## config.mk

```make
export PLATFORM = sky130hd
export DESIGN_NAME = periph_reg_fabric
export DESIGN_NICKNAME = d
export VERILOG_FILES = /design/src/rtl/periph_reg_fabric_pkg.sv /design/src/rtl/pfab_guard_timer.sv /design/src/rtl/periph_reg_fabric.sv
export SDC_FILE = /design/constraint.sdc
export NUM_CORES = 1
export LEC_CHECK = 0
export BUFFER_PORTS_ARGS = -buffer_cell sky130_fd_sc_hd__buf_2
export CORE_ASPECT_RATIO = 2
export CORE_MARGIN = 4
export CORE_UTILIZATION = 55
export CTS_BUF_LIST = sky130_fd_sc_hd__clkbuf_4
export DETAILED_ROUTE_END_ITERATION = 12
export GPL_TIMING_DRIVEN = 1
export PLACE_DENSITY = 0.85
export SKIP_LAST_GASP = 1
export SLEW_MARGIN = 20
export SYNTH_ARGS = -nofsm -noshare
export SYNTH_HDL_FRONTEND = slang
export SYNTH_SLANG_ARGS = --single-unit
export TNS_END_PERCENT = 20
```

## constraint.sdc

```tcl
create_clock -name app_clk -period 6.9 [get_ports app_clk]
set_clock_uncertainty 0.15 [all_clocks]
set_input_delay 1.38 -clock app_clk [delete_from_list [all_inputs] [get_ports app_clk]]
set_output_delay 1.38 -clock app_clk [all_outputs]
set_load 0.01 [all_outputs]
```

## src/rtl/periph_reg_fabric_pkg.sv

```systemverilog
// Shared types and constants for the peripheral register fabric.
package periph_reg_fabric_pkg;

    typedef enum logic [1:0] {
        ST_IDLE,
        ST_ACCESS,
        ST_RESP
    } fab_state_e;

    localparam logic [31:0] ERR_DATA = 32'hDEAD_BEEF;

    localparam int CTRL_OFS   = 0;
    localparam int STATUS_OFS = 1;

    localparam int STAT_CNT_LSB = 0;
    localparam int STAT_IDX_LSB = 8;
    localparam int STAT_FLD_W   = 8;

endpackage

```

## src/rtl/pfab_guard_timer.sv

```systemverilog
// Loadable down-counter that stops at zero; used for the access
// timeout and for the pad guard window.
module pfab_guard_timer #(
    parameter int W = 8
) (
    input  logic         clk_i,
    input  logic         rst_i,
    input  logic         load_i,
    input  logic [W-1:0] load_val_i,
    input  logic         en_i,
    output logic         zero_o
);

    logic [W-1:0] cnt_q, cnt_d;

    always_comb begin
        cnt_d = cnt_q;
        if (load_i) begin
            cnt_d = load_val_i;
        end else if (en_i && (cnt_q != '0)) begin
            cnt_d = cnt_q - W'(1);
        end
    end

    always_ff @(posedge clk_i or posedge rst_i) begin
        if (rst_i) begin
            cnt_q <= '0;
        end else begin
            cnt_q <= cnt_d;
        end
    end

    assign zero_o = (cnt_q == '0);

endmodule

```

## src/rtl/periph_reg_fabric.sv

```systemverilog
// Register-bus fabric: decodes one host port onto NUM_SLV slaves plus an
// internal CTRL/STATUS space, with access timeout and guarded pin select.
module periph_reg_fabric
    import periph_reg_fabric_pkg::*;
#(
    parameter int NUM_SLV   = 3,
    parameter int SLV_AW    = 6,
    parameter int DW        = 32,
    parameter int TMO_CYC   = 255,
    parameter int GUARD_CYC = 16,
    localparam int SEL_W    = $clog2(NUM_SLV + 1),
    localparam int AW       = SEL_W + SLV_AW
) (
    input  logic                  app_clk,
    input  logic                  app_rst,
    input  logic                  reg_cs,
    input  logic                  reg_wr,
    input  logic [AW-1:0]         reg_addr,
    input  logic [DW-1:0]         reg_wdata,
    input  logic [DW/8-1:0]       reg_be,
    output logic [DW-1:0]         reg_rdata,
    output logic                  reg_ack,
    output logic                  reg_err,
    output logic [NUM_SLV-1:0]    slv_cs,
    output logic                  slv_wr,
    output logic [SLV_AW-1:0]     slv_addr,
    output logic [DW-1:0]         slv_wdata,
    output logic [DW/8-1:0]       slv_be,
    input  logic [NUM_SLV*DW-1:0] slv_rdata,
    input  logic [NUM_SLV-1:0]    slv_ack,
    output logic [SEL_W-1:0]      pin_sel,
    output logic                  pin_guard
);

    localparam int WOFS_W = SLV_AW - 2;
    localparam logic [DW-1:0]    ERR_D   = DW'(ERR_DATA);
    localparam logic [SEL_W-1:0] INT_IDX = SEL_W'(NUM_SLV);

    fab_state_e state_q, state_d;

    logic [NUM_SLV-1:0] slv_cs_q, slv_cs_d;
    logic [SEL_W-1:0]   idx_q;
    logic               slv_wr_q;
    logic [SLV_AW-1:0]  slv_addr_q;
    logic [DW-1:0]      slv_wdata_q;
    logic [DW/8-1:0]    slv_be_q;
    logic [DW-1:0]      rdata_q, rdata_d;
    logic               err_q, err_d;
    logic [SEL_W-1:0]   pin_sel_q;
    logic [7:0]         tmo_cnt_q, last_idx_q;

    logic               latch, tmo_load, tmo_en, tmo_zero, tmo_hit;
    logic               ctrl_wr, stat_clr, grd_load, grd_zero;
    logic [SEL_W-1:0]   req_idx;
    logic [WOFS_W-1:0]  req_wofs;
    logic [NUM_SLV-1:0] req_onehot;
    logic               ack_hit;
    logic [DW-1:0]      ack_rdata, int_rdata;

    assign req_idx  = reg_addr[AW-1:SLV_AW];
    assign req_wofs = reg_addr[SLV_AW-1:2];

    // Only the ack line of the slave being accessed is honoured.
    always_comb begin
        req_onehot = '0;
        ack_hit    = 1'b0;
        ack_rdata  = '0;
        for (int i = 0; i < NUM_SLV; i++) begin
            if (req_idx == SEL_W'(i)) begin
                req_onehot[i] = 1'b1;
            end
            if (idx_q == SEL_W'(i)) begin
                ack_hit   = slv_ack[i];
                ack_rdata = slv_rdata[i*DW +: DW];
            end
        end
    end

    always_comb begin
        int_rdata = '0;
        if (req_wofs == WOFS_W'(CTRL_OFS)) begin
            int_rdata[SEL_W-1:0] = pin_sel_q;
        end else if (req_wofs == WOFS_W'(STATUS_OFS)) begin
            int_rdata[STAT_CNT_LSB +: STAT_FLD_W] = tmo_cnt_q;
            int_rdata[STAT_IDX_LSB +: STAT_FLD_W] = last_idx_q;
        end
    end

    always_comb begin
        state_d  = state_q;
        slv_cs_d = slv_cs_q;
        rdata_d  = rdata_q;
        err_d    = err_q;
        latch    = 1'b0;
        tmo_load = 1'b0;
        tmo_en   = 1'b0;
        tmo_hit  = 1'b0;
        ctrl_wr  = 1'b0;
        stat_clr = 1'b0;
        unique case (state_q)
            ST_IDLE: begin
                if (reg_cs) begin
                    if (req_idx < INT_IDX) begin
                        latch    = 1'b1;
                        tmo_load = 1'b1;
                        slv_cs_d = req_onehot;
                        state_d  = ST_ACCESS;
                    end else if (req_idx == INT_IDX) begin
                        rdata_d = int_rdata;
                        err_d   = 1'b0;
                        state_d = ST_RESP;
                        if (reg_wr) begin
                            ctrl_wr  = (req_wofs == WOFS_W'(CTRL_OFS)) && reg_be[0];
                            stat_clr = (req_wofs == WOFS_W'(STATUS_OFS));
                        end
                    end else begin
                        rdata_d = ERR_D;
                        err_d   = 1'b1;
                        state_d = ST_RESP;
                    end
                end
            end
            ST_ACCESS: begin
                tmo_en = 1'b1;
                if (ack_hit) begin
                    slv_cs_d = '0;
                    rdata_d  = ack_rdata;
                    err_d    = 1'b0;
                    state_d  = ST_RESP;
                end else if (tmo_zero) begin
                    slv_cs_d = '0;
                    rdata_d  = ERR_D;
                    err_d    = 1'b1;
                    tmo_hit  = 1'b1;
                    state_d  = ST_RESP;
                end
            end
            ST_RESP: begin
                state_d = ST_IDLE;
            end
            default: begin
                state_d  = ST_IDLE;
                slv_cs_d = '0;
            end
        endcase
    end

    // Rewriting the current pin function must not disturb the pads.
    assign grd_load = ctrl_wr && (reg_wdata[SEL_W-1:0] != pin_sel_q);

    always_ff @(posedge app_clk or posedge app_rst) begin
        if (app_rst) begin
            state_q     <= ST_IDLE;
            slv_cs_q    <= '0;
            idx_q       <= '0;
            slv_wr_q    <= 1'b0;
            slv_addr_q  <= '0;
            slv_wdata_q <= '0;
            slv_be_q    <= '0;
            rdata_q     <= '0;
            err_q       <= 1'b0;
            pin_sel_q   <= '0;
            tmo_cnt_q   <= '0;
            last_idx_q  <= '0;
        end else begin
            state_q  <= state_d;
            slv_cs_q <= slv_cs_d;
            rdata_q  <= rdata_d;
            err_q    <= err_d;
            if (latch) begin
                idx_q       <= req_idx;
                slv_wr_q    <= reg_wr;
                slv_addr_q  <= reg_addr[SLV_AW-1:0];
                slv_wdata_q <= reg_wdata;
                slv_be_q    <= reg_be;
            end
            if (grd_load) begin
                pin_sel_q <= reg_wdata[SEL_W-1:0];
            end
            if (stat_clr) begin
                tmo_cnt_q  <= '0;
                last_idx_q <= '0;
            end else if (tmo_hit) begin
                if (tmo_cnt_q != 8'hFF) begin
                    tmo_cnt_q <= tmo_cnt_q + 8'd1;
                end
                last_idx_q <= 8'(idx_q);
            end
        end
    end

    pfab_guard_timer #(.W(16)) u_tmo (
        .clk_i      (app_clk),
        .rst_i      (app_rst),
        .load_i     (tmo_load),
        .load_val_i (16'(TMO_CYC - 1)),
        .en_i       (tmo_en),
        .zero_o     (tmo_zero)
    );

    pfab_guard_timer #(.W(8)) u_grd (
        .clk_i      (app_clk),
        .rst_i      (app_rst),
        .load_i     (grd_load),
        .load_val_i (8'(GUARD_CYC)),
        .en_i       (1'b1),
        .zero_o     (grd_zero)
    );

    assign reg_rdata = rdata_q;
    assign reg_err   = err_q;
    assign reg_ack   = (state_q == ST_RESP);
    assign slv_cs    = slv_cs_q;
    assign slv_wr    = slv_wr_q;
    assign slv_addr  = slv_addr_q;
    assign slv_wdata = slv_wdata_q;
    assign slv_be    = slv_be_q;
    assign pin_sel   = pin_sel_q;
    assign pin_guard = !grd_zero;

endmodule

```

* Yosys cells after proc, flatten, opt, wreduce, memory -nomap -nowiden *
Cells that the tools add are included.

word-level totals
  output and inout bits = 83
  register bits after elaboration = 125

cells by class
  bitwise operators = 1
  $add $sub $neg = 3
  magnitude comparators = 1
  reduce and logical (&&, ||, !) cells = 21
  mux-type cells = 60
  equality and inequality tests = 14

operator list
  cell                                                                  number
  32-bit 2-to-1 mux                                                     8
  32-bit one-hot mux with 2 select lines                                1
  8-bit 2-to-1 mux                                                      7
  16-bit 2-to-1 mux                                                     3
  1-bit 2-to-1 mux                                                      28
  16-bit logical NOT                                                    1
  16-bit nonzero test                                                   1
  16-bit by 1-bit subtractor with 16-bit output, second input constant  1
  14-bit 2-to-1 mux                                                     1
  3-bit 2-to-1 mux                                                      4
  2-bit 2-to-1 mux                                                      5
  2-bit nonzero test                                                    5
  3-bit one-hot mux with 3 select lines                                 1
  8-bit by 1-bit adder with 8-bit output, second input constant         1
  2-bit == test, second input constant                                  4
  8-bit logical NOT                                                     1
  8-bit inequality test, second input constant                          1
  4-bit AND reduction                                                   2
  8-bit nonzero test                                                    1
  8-bit by 1-bit subtractor with 8-bit output, second input constant    1
  2-bit by 1-bit == test with 1-bit output, second input constant       3
  2-bit logical NOT                                                     3
  2-bit inequality test, second input constant                          3
  4-bit by 1-bit == test with 1-bit output, second input constant       1
  other kinds (10)                                                      13

* Longest topological paths before layout *
  depth after elaboration = 9
  gate-level depth with buffers = 8
  gate-level depth less buffers = 7

* Cells and area by module *
From an unflattened synthesis, not the netlist that was laid out.

second synthesis, totals
  cell total of the unflattened synthesis = 573
  area total of the unflattened synthesis = 6334.8 um^2

by module, submodules not included
  module                    sequential area each (um^2)  cells an instance  area an instance (um^2)  times used
  periph_reg_fabric         2377.3                       394                4764.6                   1
  pfab_guard_timer (u_tmo)  400.4                        126                1074.8                   1
  pfab_guard_timer (u_grd)  200.2                        53                 495.5                    1

* Least setup slack after synthesis *
No wires, ideal clock.

  path type = reg2out
  start = register u_grd.cnt_q[0]
  end = output port pin_guard
  data required time = 5.370 ns
  path slack = 3.720 ns
  stages on the path, launching flop included = 7
  data arrival time = 1.650 ns
  cells stage by stage = dfrtp_1 > inv_1 > ha_1 > or3b_2 > clkbuf_1 > nor3_1 > inv_1

on the way
  word-level cells in the longest chain between the ends = 2

ends and longest elaborated chain
  what                    RTL line                  source
  start, declared         pfab_guard_timer.sv:14    logic [W-1:0] cnt_q, cnt_d;
  start signal, assigned  pfab_guard_timer.sv:29    cnt_q <= cnt_d;
  8-bit logical NOT       pfab_guard_timer.sv:33    assign zero_o = (cnt_q == '0);
  1-bit logical NOT       periph_reg_fabric.sv:219  assign pin_guard = !grd_zero;
  end, declared           periph_reg_fabric.sv:32   output logic pin_guard

Every way passes these cells.

* Worst setup path after layout *
Same ends and word-level chain as after synthesis.

==> results summary <==
The die area came out at 13300 sq um. The number of gates given a new drive strength after cts came out at 0. The largest net degree at the start of global routing came out at 62.

TritonCTS built the clock tree. The first-pass GRT wire length came out at 28.4 mm. The layout has 828 filler cells.

For the pin with the worst max-slew slack, the measured transition is 1.07 ns. Setup repair after global routing left no endpoint under its margin. The number of enable flip-flop cells after synthesis came out at 0. The clock insertion delay at the later pin of the skew report is 0.51 ns. In this run the register-to-register setup slack is 3.51 ns. The global route total overflow is 0.

The average instance in the mapped netlist occupies 10.1 sq um. The worst register-to-register path begins at idx_q[0]$_DFFE_PP0P_. The async set-or-reset flop fraction in the synthesized netlist came out at 1.00.

For this run, the leading register cell type out of synthesis is dfrtp_1. The capturing element type of the critical path is an output pin. The number of antenna violations at the first check in global routing is 2. The number of max-slew violations in the final report is 0. The mean routed wirelength per cell came out at 17.4 microns. During placement, the flow inserted port buffers numbering 229.

The run finished with clean final reports. The critical path startpoint is u_grd.cnt_q[0]$_DFFE_PP0P_. The width of the die came out at 83.5 microns.

The longest clock path from root to sink contains 2 buffers. The number of clock buffers inserted by TritonCTS came out at 17. STA classifies the critical path startpoint as a register. The effective utilization at floorplan came out at 0.560.

The worst-case vdd ir drop came out at 0.224 mV. In the global route stage, overall resource usage came out at 0.259. The via count of the first global-routing pass came out at 5989. The critical path is of the register to output pin type. In this run the number of H-tree levels came out at 4. Counting distinct cell types in the post-synthesis netlist gives 60. The core region is 11200 sq um.

The pre-CTS setup slack is 3.26 ns. By area the synthesized netlist is led by dfrtp_1, nand2_1, mux2i_1, o2bb2ai_1, mux2_1. After technology mapping, the gate count stands at 619. The net count after synthesis is 770.

The initial DRC count is 325. Routability-driven placement finished with a final weighted congestion of 0.931. In the routed layout, each cell is associated on average with a via count of 5.82. At the end of the flow, the number of nets in the layout was 986.

The detailed router placed 5766 vias in this run. The wire length after detailed routing is 17.2 mm. The number of detailed-routing iterations run before antenna repair came out at 5.

Across the whole layout, storage elements account for 2980 sq um. The number of max-cap violations came out at 0. The boundary pin count came out at 230. The multi-input combinational cells in the finished layout cover a total of 3090 sq um. The cell taking the most area after synthesis is dfrtp_1. The total power after layout is 2.92 mW. Of the post-synthesis cell area, the dominant cell type holds 0.474. Clock tree synthesis selected as its root buffer the cell clkbuf_4. Along the worst hold path, the cell count comes to 1. The worst endpoint required time is 5.37 ns. The post-route fraction of the period consumed by the critical path came out at 0.569. The register clock-pin slew on the reported worst setup and hold paths came out at 0.09 ns. For the worst flop-to-flop path, the logic depth is 5. The critical path ends at pin_guard. The normalized max-slew margin is 0.287. The detailed placement HPWL came out at 13.2 mm. Setup total negative slack on the finished layout was measured at 0 ns. The post-synthesis sequential element count is 119.

In the synthesized netlist, the cells that appear most often are nand2_1, dfrtp_1, mux2i_1. The count of clock tree sinks is 119. The area of the mapped netlist is 6280 sq um. At the worst endpoint, the arrival time is 2.40 ns. The area overhead of the layout relative to synthesis is 23.8%. The endpoint identified for the worst register-to-register timing path is reg_rdata[1]$_DFFE_PP0P_.

The number of buffers inserted by hold repair at cts came out at 0. The floorplan die height came out at 159 microns. The placement row count came out at 55. The achievable clock frequency came out at 255 MHz. In the routed design, unresolved DRC markers number 0. The end-of-flow core utilization is 0.693. The final hold violation count is 0. The final worst setup slack came out at 2.97 ns. The post-layout minimum cycle time is 3.93 ns. The share of post-route cells with drive strength above 1 is 0.354. Setup violations remaining at the end of the flow were counted as 0.

The Yosys step of the flow raised 0 warnings. The count of buffers added by post-CTS timing repair for setup came out at 0. By instance count, the leading cell after synthesis is nand2_1.

The part of the Yosys area used for sequential elements came out at 0.474. The count of antenna-violating nets left after detailed routing is 0. The worst hold-check path type is register to register.

The worst-path maximum fanout came out at 6. For this design the static power due to leakage is 3.76 nW. The power per cell area came out at 375 nW/um^2.
flip-flops by register name, indices dropped and copies added, names as in the netlist, 2 cells and up:
signal / count
idx_q: 2
u_grd.cnt_q: 8
tmo_cnt_q: 8
slv_wdata: 32
slv_addr: 6
state_q: 2
last_idx_q: 2
u_tmo.cnt_q: 16
slv_cs: 3
reg_rdata: 32
slv_be: 4
pin_sel: 2
area by class of cell:
class / instances / share of cell area
multi-input combinational: 450 / 0.397
sequential: 119 / 0.383
timing repair buffer: 236 / 0.154
tap: 142 / 0.0229
clock buffer: 19 / 0.0184
clock inverter: 12 / 0.0175
inverter: 11 / 0.00580
antenna: 2 / 0.000644
stage by stage:
stage	instances	cell area (sq um)	hold WS, ns
floorplan	619	6280	0.350
global route	991	7770	0.359
CTS	989	7770	0.341
global placement	958	7490	0.305
finish	991	7770	0.336
detailed placement	958	7490	0.307
worst max-delay path, cell delays in order (launching register included):
cell	delay (ns)
dfrtp_1	0.42
inv_1	0.13
ha_1	0.19
or3b_2	0.51
nor3_1	0.41
inv_1	0.08
buf_2	0.15
logic make-up (layout without fill, tap and decap cells):
family	after synthesis	after routing	share of synthesized area
buffers and inverters	50	278	0.0351
and+or+nand+nor	228	228	0.181
DFF	119	119	0.474
xor gates and xnor gates	7	7	0.00977
AOI/OAI and AO/OA	138	138	0.168
adders and majority gates	4	4	0.00797
other	0	2	0
muxes	73	73	0.124
where the power goes:
part           switching [mW]  internal (mW)  total, mW
Clock                   0.248          0.251      0.499
Combinational           0.691          0.571       1.26
Sequential              0.215          0.940       1.15
cell usage in the layout (no fill, tap or decap), drive strengths merged, types with 6 or more instances in the layout:
master,synthesis,layout
o2bb2ai,28,28
nor2b,6,6
nand2b,9,9
a2bb2oi,6,6
clkinv,1,8
a22o,20,20
or4,9,9
o21ai,21,21
nor2,18,18
o31ai,11,11
nand3,10,10
nand4,6,6
nor3,11,11
mux2i,35,35
a21oi,13,13
dfrtp,119,119
nor4,7,7
inv,10,10
buf,15,236
nand2,127,127
clkbuf,24,19
mux2,38,38
and3,6,6
layer usage:
layer	wire, microns	track usage
met1	6020	0.266
met2	9410	0.480
met3	1130	0.0663
met4	639	0.127
met5	0	0
worst min path at each step:
stage,from,end
global placement,slv_wdata[19]$_DFFE_PP0P_,slv_wdata[19]$_DFFE_PP0P_
global route,slv_wdata[2]$_DFFE_PP0P_,slv_wdata[2]$_DFFE_PP0P_
detailed placement,slv_be[3]$_DFFE_PP0P_,slv_be[3]$_DFFE_PP0P_
finish,reg_rdata[23]$_DFFE_PP0P_,reg_rdata[23]$_DFFE_PP0P_
floorplan,u_tmo.cnt_q[14]$_DFFE_PP0P_,u_tmo.cnt_q[15]$_DFFE_PP0P_
CTS,slv_wdata[6]$_DFFE_PP0P_,slv_wdata[6]$_DFFE_PP0P_
(Power assumes the default switching activity.)
